`src/rtl/coproc_pkg.sv`:
```
// Shared definitions for the matrix coprocessor: default geometry,
// instruction opcodes and the memory-access state encoding.
package coproc_pkg;

    localparam int DATA_W  = 8;
    localparam int N       = 5;
    localparam int NUM_MAT = 3;

    typedef enum logic [3:0] {
        OP_READ      = 4'b0001,
        OP_WRITE     = 4'b0010,
        OP_ADD       = 4'b0011,
        OP_SUB       = 4'b0100,
        OP_MUL       = 4'b0101,
        OP_SCALE     = 4'b0110,
        OP_TRANSPOSE = 4'b0111,
        OP_DET2      = 4'b1000,
        OP_DET3      = 4'b1001,
        OP_DET4      = 4'b1010,
        OP_CLEAR     = 4'b1011,
        OP_DET5      = 4'b1100
    } opcode_t;

    typedef enum logic [2:0] {
        S_IDLE,
        S_ISSUE,
        S_WAIT,
        S_DONE,
        S_RELEASE
    } state_t;

endpackage

```
`src/rtl/matrix_addr_gen.sv`:
```
// Combinational (matrix, row, col) to linear RAM address translation with
// range check. Shared with the arithmetic units.
module matrix_addr_gen
    import coproc_pkg::*;
#(
    parameter int N_DIM   = coproc_pkg::N,
    parameter int MATS    = coproc_pkg::NUM_MAT,
    parameter int ADDR_W  = $clog2(MATS * N_DIM * N_DIM)
) (
    input  logic [1:0]        matrix_sel,
    input  logic [2:0]        row,
    input  logic [2:0]        col,
    output logic [ADDR_W-1:0] addr,
    output logic              valid
);

    localparam logic [ADDR_W-1:0] MAT_STRIDE = ADDR_W'(N_DIM * N_DIM);
    localparam logic [ADDR_W-1:0] ROW_STRIDE = ADDR_W'(N_DIM);

    // Row-major layout, matrices stacked back to back.
    always_comb begin
        addr  = ADDR_W'(matrix_sel) * MAT_STRIDE
              + ADDR_W'(row) * ROW_STRIDE
              + ADDR_W'(col);
        valid = (int'(row) < N_DIM) && (int'(col) < N_DIM)
              && (int'(matrix_sel) < MATS);
    end

endmodule

```
`src/rtl/matrix_mem_access.sv`:
```
// Executes READ/WRITE instructions against the external shared matrix RAM:
// address translation, one-cycle write strobe, read-latency wait, done/error.
module matrix_mem_access
    import coproc_pkg::*;
#(
    parameter int DATA_W   = coproc_pkg::DATA_W,
    parameter int N        = coproc_pkg::N,
    parameter int NUM_MAT  = coproc_pkg::NUM_MAT,
    parameter int ADDR_W   = $clog2(NUM_MAT * N * N),
    parameter int READ_LAT = 2
) (
    input  logic              clk,
    input  logic              reset,
    input  logic              start,
    input  logic              wr,
    input  logic [1:0]        matrix_sel,
    input  logic [2:0]        row,
    input  logic [2:0]        col,
    input  logic [DATA_W-1:0] wdata,
    output logic [DATA_W-1:0] rdata,
    output logic              done,
    output logic              error,
    output logic              busy,
    output logic [ADDR_W-1:0] ram_addr,
    output logic              ram_we,
    output logic [DATA_W-1:0] ram_wdata,
    input  logic [DATA_W-1:0] ram_rdata
);

    localparam int CNT_W = (READ_LAT > 1) ? $clog2(READ_LAT) : 1;

    state_t            state;
    logic              req_wr;
    logic              req_valid;
    logic [CNT_W-1:0]  lat_cnt;
    logic [ADDR_W-1:0] lin_addr;
    logic              addr_ok;

    matrix_addr_gen #(
        .N_DIM  (N),
        .MATS   (NUM_MAT),
        .ADDR_W (ADDR_W)
    ) u_addr_gen (
        .matrix_sel (matrix_sel),
        .row        (row),
        .col        (col),
        .addr       (lin_addr),
        .valid      (addr_ok)
    );

    // Request sequencer; every output is a register updated here.
    // The address and write strobe are registered at the acceptance edge so
    // they are presented to the RAM during the ISSUE cycle; the range flag is
    // captured alongside so ISSUE only needs the latched result.
    always_ff @(posedge clk) begin
        if (reset) begin
            state     <= S_IDLE;
            req_wr    <= 1'b0;
            req_valid <= 1'b0;
            lat_cnt   <= '0;
            rdata     <= '0;
            done      <= 1'b0;
            error     <= 1'b0;
            busy      <= 1'b0;
            ram_addr  <= '0;
            ram_we    <= 1'b0;
            ram_wdata <= '0;
        end else begin
            done   <= 1'b0;
            ram_we <= 1'b0;
            unique case (state)
                S_IDLE: begin
                    if (start) begin
                        req_wr    <= wr;
                        req_valid <= addr_ok;
                        error     <= 1'b0;
                        busy      <= 1'b1;
                        state     <= S_ISSUE;
                        if (addr_ok) begin
                            ram_addr <= lin_addr;
                            if (wr) begin
                                ram_we    <= 1'b1;
                                ram_wdata <= wdata;
                            end
                        end
                    end
                end
                S_ISSUE: begin
                    if (!req_valid) begin
                        error <= 1'b1;
                        done  <= 1'b1;
                        state <= S_DONE;
                    end else if (req_wr) begin
                        done  <= 1'b1;
                        state <= S_DONE;
                    end else begin
                        lat_cnt <= CNT_W'(READ_LAT - 1);
                        state   <= S_WAIT;
                    end
                end
                S_WAIT: begin
                    if (lat_cnt == '0) begin
                        rdata <= ram_rdata;
                        done  <= 1'b1;
                        state <= S_DONE;
                    end else begin
                        lat_cnt <= lat_cnt - 1'b1;
                    end
                end
                S_DONE: begin
                    state <= S_RELEASE;
                end
                S_RELEASE: begin
                    if (!start) begin
                        busy  <= 1'b0;
                        state <= S_IDLE;
                    end
                end
                default: begin
                    busy  <= 1'b0;
                    state <= S_IDLE;
                end
            endcase
        end
    end

endmodule

```
`config.mk`:
```
export PLATFORM = sky130hd
export DESIGN_NAME = matrix_mem_access
export DESIGN_NICKNAME = d
export VERILOG_FILES = /design/src/rtl/coproc_pkg.sv /design/src/rtl/matrix_addr_gen.sv /design/src/rtl/matrix_mem_access.sv
export SDC_FILE = /design/constraint.sdc
export NUM_CORES = 1
export LEC_CHECK = 0
export CAP_MARGIN = 20
export CELL_PAD_IN_SITES_DETAIL_PLACEMENT = 1
export CELL_PAD_IN_SITES_GLOBAL_PLACEMENT = 1
export CORE_ASPECT_RATIO = 0.8
export CORE_UTILIZATION = 35
export DETAILED_ROUTE_END_ITERATION = 16
export GPL_TIMING_DRIVEN = 0
export PLACE_DENSITY = 0.92
export SKIP_CTS_REPAIR_TIMING = 1
export SLEW_MARGIN = 5
export SYNTH_ARGS = -nofsm -noshare
export SYNTH_HDL_FRONTEND = slang
export SYNTH_HIERARCHICAL = 1
export SYNTH_SLANG_ARGS = --single-unit
```
`constraint.sdc`:
```
create_clock -name clk -period 3.4 [get_ports clk]
set_input_delay 0.34 -clock clk [delete_from_list [all_inputs] [get_ports clk]]
set_output_delay 0.34 -clock clk [all_outputs]
set_load 0.01 [all_outputs]
```
==> results.py, run 1 <==
metrics = {
    "route": {
        "dr.pass1.iters": 4,
        "ant_nets": 0,
        "via_per_inst": 4.95,
        "routedWlPerCell_um": 14.7,
        "vias": 1584,
        "drt_iter0_drc": 47,
        "routed_wl_um": 4710,
        "drc_errors": 0,
    },
    "setup_path": {
        "cp_data_required_time_ns": 3.61,
        "regToRegStartpoint": "state[0]",
        "timing.reg2reg.setup_slack_ns": 1.89,
        "crit_arrival_ns": 3.30,
        "r2r-end": "ram_wdata[6]",
        "critPathCaptureType": "flip-flop",
        "cp_cell_sequence": "clkdlybuf4s50_1 -> ha_1 -> ha_1 -> inv_1 -> fa_1 -> inv_1 -> ha_1 -> inv_1 -> fa_1 -> nand2b_1 -> a21oi_2 -> xnor2_1 -> nand4b_1 -> o21ai_0",
        "path_class": "in -> reg",
        "crit_family": "adder cells",
        "crit_buf_inv": 4,
        "cp_max_fo": 4,
        "slowest_stage": "clkdlybuf4s50_1",
        "cp_slowest_stage_delay_ns": 0.55,
        "critPathLaunchType": "input port",
        "reg2reg_depth": 5,
    },
    "clock_tree": {
        "path_clk_slew_ns": 0.07,
        "cts_root_buf": "clkbuf_8",
        "htreeDepth": 2,
        "cts_buffer_depth": 2,
        "numCtsBuffers": 5,
        "clock_latency_ns": 0.29,
        "cts.sink_count": 33,
        "cts_tree": "yes",
    },
    "floorplanning": {
        "die_height_um": 66.5,
        "die_area_sq_um": 5500,
        "start_util_pct": 36.4,
        "num_rows": 23,
        "die_x_um": 82.6,
        "io_pins": 55,
        "coreArea_sq_um": 5010,
    },
    "hold_path": {
        "min_to": "rdata[0]",
        "min-delay-path-class": "reg -> reg",
        "min-delay-start": "rdata[0]",
        "hold_depth": 2,
    },
    "timing": {
        "rsz0062_at_grt": "false",
        "max_slew_margin_pct": 66.6,
        "max_freq_mhz": 324,
        "setup_viol_count_final": 0,
        "tightest_slew_ns": 0.499,
        "hold_viol_final": 0,
        "period_minus_slack_ns": 3.09,
        "final.setup_skew_ns": 0.00497,
        "setup_tns_ns": 0,
        "drv_slew": 0,
        "fin_crit_sh_pct": 90.9,
    },
    "yosys": {
        "ys_types": 33,
        "synth_xor_xnor_area_share_pct": 1.92,
        "synth-edff-count": 0,
        "synth_area_per_cell_sq_um": 9.24,
        "yosys.area_share.simple_pct": 25.1,
        "synth_mux_area_share_pct": 6.12,
        "yosys_warnings": 6,
        "syn_nets": 244,
        "synth_top_family_by_area": "simple AND/OR/NAND/NOR gates",
        "ys_seq_area_share_pct": 36.3,
        "synth_seq_cells": 33,
        "yosysTopAreaCell": "dfxtp_1",
        "syn_inst": 197,
        "synth-adder-area-share_pct": 14.7,
        "synthFlopType": "dfxtp_1",
        "synth_compound_area_share_pct": 9.35,
        "netlist_area_sq_um": 1820,
        "ys_top_cells_by_area": "dfxtp_1 (36%), ha_1 (10%), nand2b_1 (9.3%)",
        "synthArstFlopShare_pct": 0,
        "synth_top_area_share_pct": 36.3,
    },
    "global_route": {
        "grt_max_degree": 11,
        "grt_overflow": 0,
        "grt_use_total_pct": 19.3,
        "antenna_found_initial": 0,
        "first_global_vias": 1691,
        "grt_pass1_wl_um": 7860,
    },
    "final_layout": {
        "fin_nets": 304,
        "drive_gt1_share_pct": 6.98,
        "synthToLayoutAreaGrowth_pct": 37.9,
        "diodes": 0,
        "post-route-cell-area_sq_um": 2510,
    },
    "power_and_ir_drop": {
        "p_leak_nw": 0.971,
        "peakVddDrop_uv": 291,
        "p_per_area_nw_per_um2": 525,
        "finalPower_w": 0.00132,
    },
    "outcome": {
        "outcome": "finished clean",
    },
    "placed_design": {
        "place.gp.congestion": 0.772,
        "dp_hpwl_um": 3590,
        "io_buffers": 53,
        "dpl_cell_area_sq_um": 2430,
    },
    "run": {
        "maxCapViolations": 0,
    },
}
==> placed cells by master, fill, tap and decap left out, types with 2 or more instances in the layout <==
cell type	Yosys	layout
clkdlybuf4s50_1	0	53
dfxtp_1	33	33
nand2b_1	27	27
nand2_1	19	19
ha_1	15	15
inv_1	14	14
a21oi_1	12	12
o21ai_0	11	11
mux2i_1	10	10
clkbuf_1	7	8
nor2_1	7	7
nand4b_1	7	7
clkbuf_8	0	5
xnor2_1	4	4
fa_1	4	4
buf_2	2	2
buf_6	2	2
nor4b_4	2	2
nor3_1	2	2
a211oi_1	2	2
a21o_1	2	2
clkinv_2	0	2
a21oi_2	2	2
==> layout make-up <==
type,instances,area [sq um]
inverter,14,52.6
timing repair buffer,53,531
buffer,12,66.3
clock buffer,6,72.6
sequential,33,661
multi-input combinational,138,1040
fill,580,2500
clock inverter,2,10.0
tap,62,77.6
==> power breakdown <==
| part | switching [W] | internal, W | total (W) |
|---|---|---|---|
| registers | 0.0000383 | 0.000451 | 0.000489 |
| logic | 0.000273 | 0.000273 | 0.000546 |
| clock network | 0.000142 | 0.000142 | 0.000284 |
| total | 0.000454 | 0.000865 | 0.00132 |
==> worst max path at each step <==
stage / start / to / slack [ns] / depth (start not counted)
4_1_cts: row[2] / ram_addr[6] / 0.31 / 14
5_1_grt: row[2] / ram_addr[6] / 0.13 / 14
6_report: row[2] / ram_addr[6] / 0.31 / 14
3_5_place_dp: row[2] / ram_addr[6] / 0.04 / 14
2_1_floorplan: row[0] / ram_addr[6] / 0.75 / 13
3_3_place_gp: row[2] / ram_addr[6] / 0.08 / 14
==> synthesized netlist by cell type (all sizes together) (2+ instances only) <==
library cell	number
buf	5
fa	4
o21ai	11
nand4b	7
a21oi	14
xnor2	4
nor4b	3
nor3	2
clkbuf	7
a21o	2
nand2b	27
a211oi	2
inv	14
ha	15
nand2	19
mux2i	10
dfxtp	33
nor2	7
==> flip-flops by register name, indices dropped and copies added (netlist names) <==
register / cells
lat_cnt: 1
ram_addr: 7
done: 1
ram_wdata: 8
error: 1
busy: 1
ram_we: 1
req_valid: 1
state: 3
rdata: 8
req_wr: 1
==> metrics by stage <==
stage	util [%]	setup WS, ns	hold WS [ns]	instances
2_1_floorplan	-	0.751	0.475	197
3_3_place_gp	48.5	0.0792	0.442	312
3_5_place_dp	48.5	0.0396	0.450	312
4_1_cts	50.1	0.313	0.473	320
5_1_grt	50.1	0.125	0.491	320
6_report	50.1	0.310	0.471	320
==> worst reg2reg max path, stage by stage (launching register included) <==
cell and delay, ns:
dfxtp_1 0.33, buf_6 0.15, nor4b_4 0.34, and3_1 0.23, buf_6 0.17, mux2i_1 0.22
==> layer usage <==
metal	GRT usage (%)	share of wire, %
met1	24.8	48
met2	31.5	47
met3	4.93	3.5
met4	6.25	1.6
met5	0	0
==> cells by family (layout without fill, tap and decap cells) <==
group / Yosys count / in the layout
AO/OA/AOI/OAI: 30 / 30
adder cells (fa/ha/maj): 19 / 19
AND/OR/NAND/NOR: 74 / 74
XOR/XNOR: 4 / 4
flip-flops: 33 / 33
buffers and inverters: 26 / 87
multiplexers: 11 / 11
(Power assumes the default switching activity.)
==> inputs of run 2 (changes only) <==
--- a/config.mk
+++ b/config.mk
@@ -6,10 +6,8 @@
 export NUM_CORES = 1
 export LEC_CHECK = 0
 export CAP_MARGIN = 20
-export CELL_PAD_IN_SITES_DETAIL_PLACEMENT = 1
-export CELL_PAD_IN_SITES_GLOBAL_PLACEMENT = 1
 export CORE_ASPECT_RATIO = 0.8
-export CORE_UTILIZATION = 35
+export CORE_UTILIZATION = 47
 export DETAILED_ROUTE_END_ITERATION = 16
 export GPL_TIMING_DRIVEN = 0
 export PLACE_DENSITY = 0.92
==> run 2 against run 1 <==
Compared with the run above: clock power grew 56%; via count fell by 0.38%; clock-buffer cell count shrank 1; setup slack worse by 0.064 ns; critical path depth unchanged; global-route usage increased by 4.0 points; critical endpoint unchanged; largest cell class unchanged; fmax shrank 2.0%; design area grew 1.0%; sequential cell count is the same.
==> results.py, run 2 (synthesized netlist as in run 1, its figures left out) <==
metrics = {
    "route": {
        "drt_iter0_drc": 65,
        "ant_nets": 0,
        "via_per_inst": 5.26,
        "routedWlPerCell_um": 14.5,
        "drc_errors": 0,
        "vias": 1578,
        "routed_wl_um": 4360,
        "dr.pass1.iters": 4,
    },
    "timing": {
        "max_freq_mhz": 317,
        "setup_tns_ns": 0,
        "drv_slew": 0,
        "hold-worst-slack_ns": 0.461,
        "fin_crit_sh_pct": 92.8,
        "hold_viol_final": 0,
        "setup_viol_count_final": 0,
        "rsz0062_at_grt": "false",
        "tightest_slew_ns": 0.496,
        "max_slew_margin_pct": 66.9,
        "period_minus_slack_ns": 3.15,
        "final.setup_skew_ns": 0.00739,
    },
    "clock_tree": {
        "cts_root_buf": "clkbuf_8",
        "clock_latency_ns": 0.29,
        "htreeDepth": 2,
        "cts.sink_count": 33,
        "cts_tree": "yes",
        "cts_buffer_depth": 2,
        "path_clk_slew_ns": 0.07,
        "numCtsBuffers": 5,
    },
    "global_route": {
        "first_global_vias": 1591,
        "grt_max_degree": 12,
        "grt_overflow": 0,
        "antenna_found_initial": 0,
        "grt_pass1_wl_um": 7250,
        "grt_use_total_pct": 23.3,
    },
    "power_and_ir_drop": {
        "seqPwrFrac_pct": 33.3,
        "swShare_pct": 30.9,
        "p_leak_nw": 0.995,
        "p_per_area_nw_per_um2": 578,
        "finalPower_w": 0.00147,
        "p_comb_share_pct": 36.5,
        "p_int_w": 0.00101,
        "p_clk_share_pct": 30.2,
        "p_switching_w": 0.000453,
        "peakVddDrop_uv": 469,
    },
    "final_layout": {
        "fin_nets": 304,
        "synthToLayoutAreaGrowth_pct": 39.4,
        "n_fill_cell": 260,
        "layout_common_cells": "clkdlybuf4s50_1 (53), dfxtp_1 (33), nand2b_1 (27)",
        "drive_gt1_share_pct": 7.36,
        "top_regs": "ram_wdata (8), rdata (8), ram_addr (7)",
        "diodes": 0,
        "mostFrequentLayoutCell": "clkdlybuf4s50_1",
    },
    "setup_path": {
        "path_class": "in -> reg",
        "cp_cell_sequence": "clkdlybuf4s50_1 -> ha_1 -> ha_1 -> inv_1 -> fa_1 -> inv_1 -> ha_1 -> inv_1 -> fa_1 -> nand2b_1 -> a21oi_2 -> xnor2_1 -> nand4b_1 -> o21ai_0",
        "crit_arrival_ns": 3.37,
        "cp_data_required_time_ns": 3.62,
        "critPathLaunchType": "input port",
        "critPathCaptureType": "flip-flop",
        "reg2reg_depth": 5,
        "slowest_stage": "clkdlybuf4s50_1",
        "cp_slowest_stage_delay_ns": 0.56,
        "regToRegStartpoint": "state[0]",
        "cp_max_fo": 4,
        "cp-startpoint": "row[2]",
    },
    "placed_design": {
        "place.gp.congestion": 0.858,
        "io_buffers": 53,
        "dp_hpwl_um": 3200,
    },
    "floorplanning": {
        "io_pins": 55,
        "num_rows": 19,
        "coreArea_sq_um": 3570,
        "die_x_um": 71.6,
        "die_height_um": 57.7,
        "start_util_pct": 51.1,
        "die_area_sq_um": 4130,
    },
    "hold_path": {
        "hold_depth": 2,
        "min-delay-start": "rdata[3]",
        "min-delay-path-class": "reg -> reg",
    },
    "run": {
        "maxCapViolations": 0,
    },
    "outcome": {
        "outcome": "finished clean",
    },
}
==> run 2: cell types whose count changed in the layout (fill, tap and decap cells not counted) <==
cell and change:
clkinv_2 -1, bufinv_16 +2, clkbuf_1 -1
==> run 2: cell type report <==
class | count | area [sq um] | share of cell area [%]
clock inverter | 3 | 65.1 | 2.56
inverter | 14 | 52.6 | 2.07
sequential | 33 | 661 | 26.0
timing repair buffer | 53 | 531 | 20.9
multi-input combinational | 138 | 1040 | 41.0
clock buffer | 5 | 68.8 | 2.71
buffer | 12 | 66.3 | 2.61
tap | 42 | 52.6 | 2.07
==> run 2: routing by layer <==
metal | GRT usage [%] | wire length (um) | up-vias
li1 | - | - | 779
met1 | 29.2 | 2020 | 742
met2 | 38.5 | 2040 | 44
met3 | 5.57 | 200 | 13
met4 | 10.9 | 102 | 0
met5 | 0 | 0 | -
==> run 2: power by group through the flow <==
| stage | clock (W) | combinational, W | sequential (W) |
|---|---|---|---|
| after floorplan | 0 | 0.000320 | 0.000512 |
| after global placement | 0 | 0.000516 | 0.000492 |
| after detailed placement | 0 | 0.000529 | 0.000495 |
| after CTS | 0.000444 | 0.000537 | 0.000488 |
| after global routing | 0.000464 | 0.000593 | 0.000495 |
| final | 0.000443 | 0.000535 | 0.000489 |
==> run 2: worst paths after layout <==
kind                   to  slack, ns
max           ram_addr[6]       0.25
max reg2reg  ram_wdata[3]       1.96
min reg2reg      rdata[3]       0.46
min              rdata[3]       0.46
==> run 2: metrics by stage <==
stage	instances	instance area, sq um	worst slack [ns]	utilization (%)
3_3_place_gp	292	2400	0.104	67.4
5_1_grt	300	2540	0.102	71.2
3_5_place_dp	292	2400	0.00905	67.4
2_1_floorplan	197	1820	0.751	-
6_report	300	2540	0.246	71.2
4_1_cts	300	2540	0.285	71.2
==> run 2: critical path: cells and delay by family <==
family                     cells  cell delay (ns)
adders and majority gates      5             1.64
AOI/OAI and AO/OA              2             0.23
buffers and inverters          4             0.75
xor gates and xnor gates       1             0.13
and+or+nand+nor                2             0.28
==> inputs of run 3 (changes only) <==
--- a/config.mk
+++ b/config.mk
@@ -9,7 +9,6 @@
 export CORE_ASPECT_RATIO = 0.8
 export CORE_UTILIZATION = 47
 export DETAILED_ROUTE_END_ITERATION = 16
-export GPL_TIMING_DRIVEN = 0
 export PLACE_DENSITY = 0.92
 export SKIP_CTS_REPAIR_TIMING = 1
 export SLEW_MARGIN = 5
==> run 3 against run 2 <==
Compared with the run above: clock skew shrank 0.0029 ns; final cell count shrank 2.3%; design area decreased by 2.3%; wire length shrank 12%; clock power decreased by 33%; critical path depth unchanged; utilization is 1.6 points lower; sequential share of layout area increased by 0.62 points; sequential power is 7.0% higher; fmax increased by 5.9%; non-clock buffer count shrank 6.
==> results.py, run 3 (synthesized netlist as in run 1, its figures left out) <==
metrics = {
    "clock_tree": {
        "clock_latency_ns": 0.28,
        "cts_root_buf": "clkbuf_8",
        "cts_buffer_depth": 2,
        "path_clk_slew_ns": 0.06,
        "cts.sink_count": 33,
        "htreeDepth": 2,
        "numCtsBuffers": 5,
        "cts_tree": "yes",
    },
    "timing": {
        "tightest_slew_ns": 0.564,
        "fin_crit_sh_pct": 87.6,
        "setup_viol_count_final": 0,
        "final.setup_skew_ns": 0.00453,
        "max_freq_mhz": 336,
        "setup_tns_ns": 0,
        "hold-worst-slack_ns": 0.454,
        "rsz0062_at_grt": "false",
        "drv_slew": 0,
        "hold_viol_final": 0,
        "period_minus_slack_ns": 2.98,
        "max_slew_margin_pct": 62.3,
    },
    "power_and_ir_drop": {
        "p_per_area_nw_per_um2": 521,
        "p_leak_nw": 0.966,
        "peakVddDrop_uv": 440,
    },
    "setup_path": {
        "cp_max_fo": 3,
        "cp_slowest_stage_delay_ns": 0.46,
        "crit_arrival_ns": 3.19,
        "critPathLaunchType": "input port",
        "slowest_stage": "fa_1",
        "path_class": "in -> reg",
        "cp_cell_sequence": "clkdlybuf4s50_1 -> ha_1 -> ha_1 -> inv_1 -> fa_1 -> inv_1 -> ha_1 -> inv_1 -> fa_1 -> nand2b_1 -> a21oi_2 -> xnor2_1 -> nand4b_1 -> o21ai_0",
        "critPathCaptureType": "flip-flop",
        "cp_data_required_time_ns": 3.61,
    },
    "placed_design": {
        "io_buffers": 54,
        "placed_cells": 285,
        "dp_hpwl_um": 2830,
        "place.gp.congestion": 0.820,
        "dpl_cell_area_sq_um": 2380,
    },
    "global_route": {
        "antenna_found_initial": 0,
        "grt_overflow": 0,
        "grt_max_degree": 42,
        "first_global_vias": 1484,
        "grt_use_total_pct": 20.6,
        "grt_pass1_wl_um": 6560,
    },
    "route": {
        "drt_iter0_drc": 56,
        "routed_wl_um": 3820,
        "drc_errors": 0,
        "via_per_inst": 5.09,
        "dr.pass1.iters": 4,
        "ant_nets": 0,
        "routedWlPerCell_um": 13.0,
        "vias": 1491,
    },
    "final_layout": {
        "finalNonFillerCells": 293,
        "fin_nets": 298,
        "top_regs": "ram_wdata (8), rdata (8), ram_addr (7)",
        "post-route-cell-area_sq_um": 2480,
        "synthToLayoutAreaGrowth_pct": 36.2,
        "n_fill_cell": 281,
        "drive_gt1_share_pct": 6.77,
        "layout_common_cells": "clkdlybuf4s50_1 (54), dfxtp_1 (33), nand2b_1 (27)",
        "diodes": 0,
        "mostFrequentLayoutCell": "clkdlybuf4s50_1",
    },
    "run": {
        "maxCapViolations": 0,
    },
    "floorplanning": {
        "die_x_um": 71.6,
        "start_util_pct": 51.1,
        "num_rows": 19,
        "io_pins": 55,
        "die_area_sq_um": 4130,
        "die_height_um": 57.7,
        "coreArea_sq_um": 3570,
    },
    "hold_path": {
        "min-delay-path-class": "reg -> reg",
    },
    "outcome": {
        "outcome": "finished clean",
    },
}
==> run 3: cell types whose count changed in the layout (fill, tap and decap cells not counted), moves of 2 or more <==
cell       delta
buf_2         -2
clkbuf_1      -6
buf_4         +3
buf_6         -2
bufinv_16     -2
==> run 3: area by class of cell <==
class | count | area (sq um) | area share (%)
multi-input cells | 138 | 1040 | 42.0
flip-flops and latches | 33 | 661 | 26.7
repair buffers | 59 | 586 | 23.6
clock buffers | 7 | 86.3 | 3.48
inverters | 14 | 52.6 | 2.12
well taps | 42 | 52.6 | 2.12
==> run 3: final timing paths <==
path                                from            to  slack, ns  depth (start not counted)
worst max-delay path              row[0]   ram_addr[6]       0.42                         14
worst min register to register  rdata[6]      rdata[6]       0.45                          2
worst min-delay path            rdata[6]      rdata[6]       0.45                          2
worst max register to register  state[2]  ram_wdata[3]       1.57                          4
==> run 3: metrics by stage <==
| step | util, % | worst slack [ns] | total power, W |
|---|---|---|---|
| floorplan | - | 0.751 | 0.000831 |
| global placement | 66.7 | 0.197 | 0.000986 |
| CTS | 69.1 | 0.411 | 0.00130 |
| detailed placement | 66.7 | 0.139 | 0.00100 |
| global route | 69.5 | 0.237 | 0.00138 |
| finish | 69.5 | 0.422 | 0.00129 |
==> run 3: worst max-delay path, delay by kind of cell <==
family | cells | cell delay [ns]
and+or+nand+nor | 2 | 0.28
xor gates and xnor gates | 1 | 0.13
adders and majority gates | 5 | 1.61
AOI/OAI and AO/OA | 2 | 0.20
buffers and inverters | 4 | 0.63
==> run 3: layer usage <==
layer | vias up | routed length [um] | GRT usage (%)
li1 | 767 | - | -
met1 | 671 | 1840 | 25.6
met2 | 43 | 1670 | 34.3
met3 | 10 | 211 | 5.57
met4 | 0 | 94 | 8.96
met5 | - | 0 | 0
==> run 3: power by group <==
group          switching (W)  internal [W]
logic               0.000218      0.000256
clock network       0.000134      0.000160
registers          0.0000722      0.000451
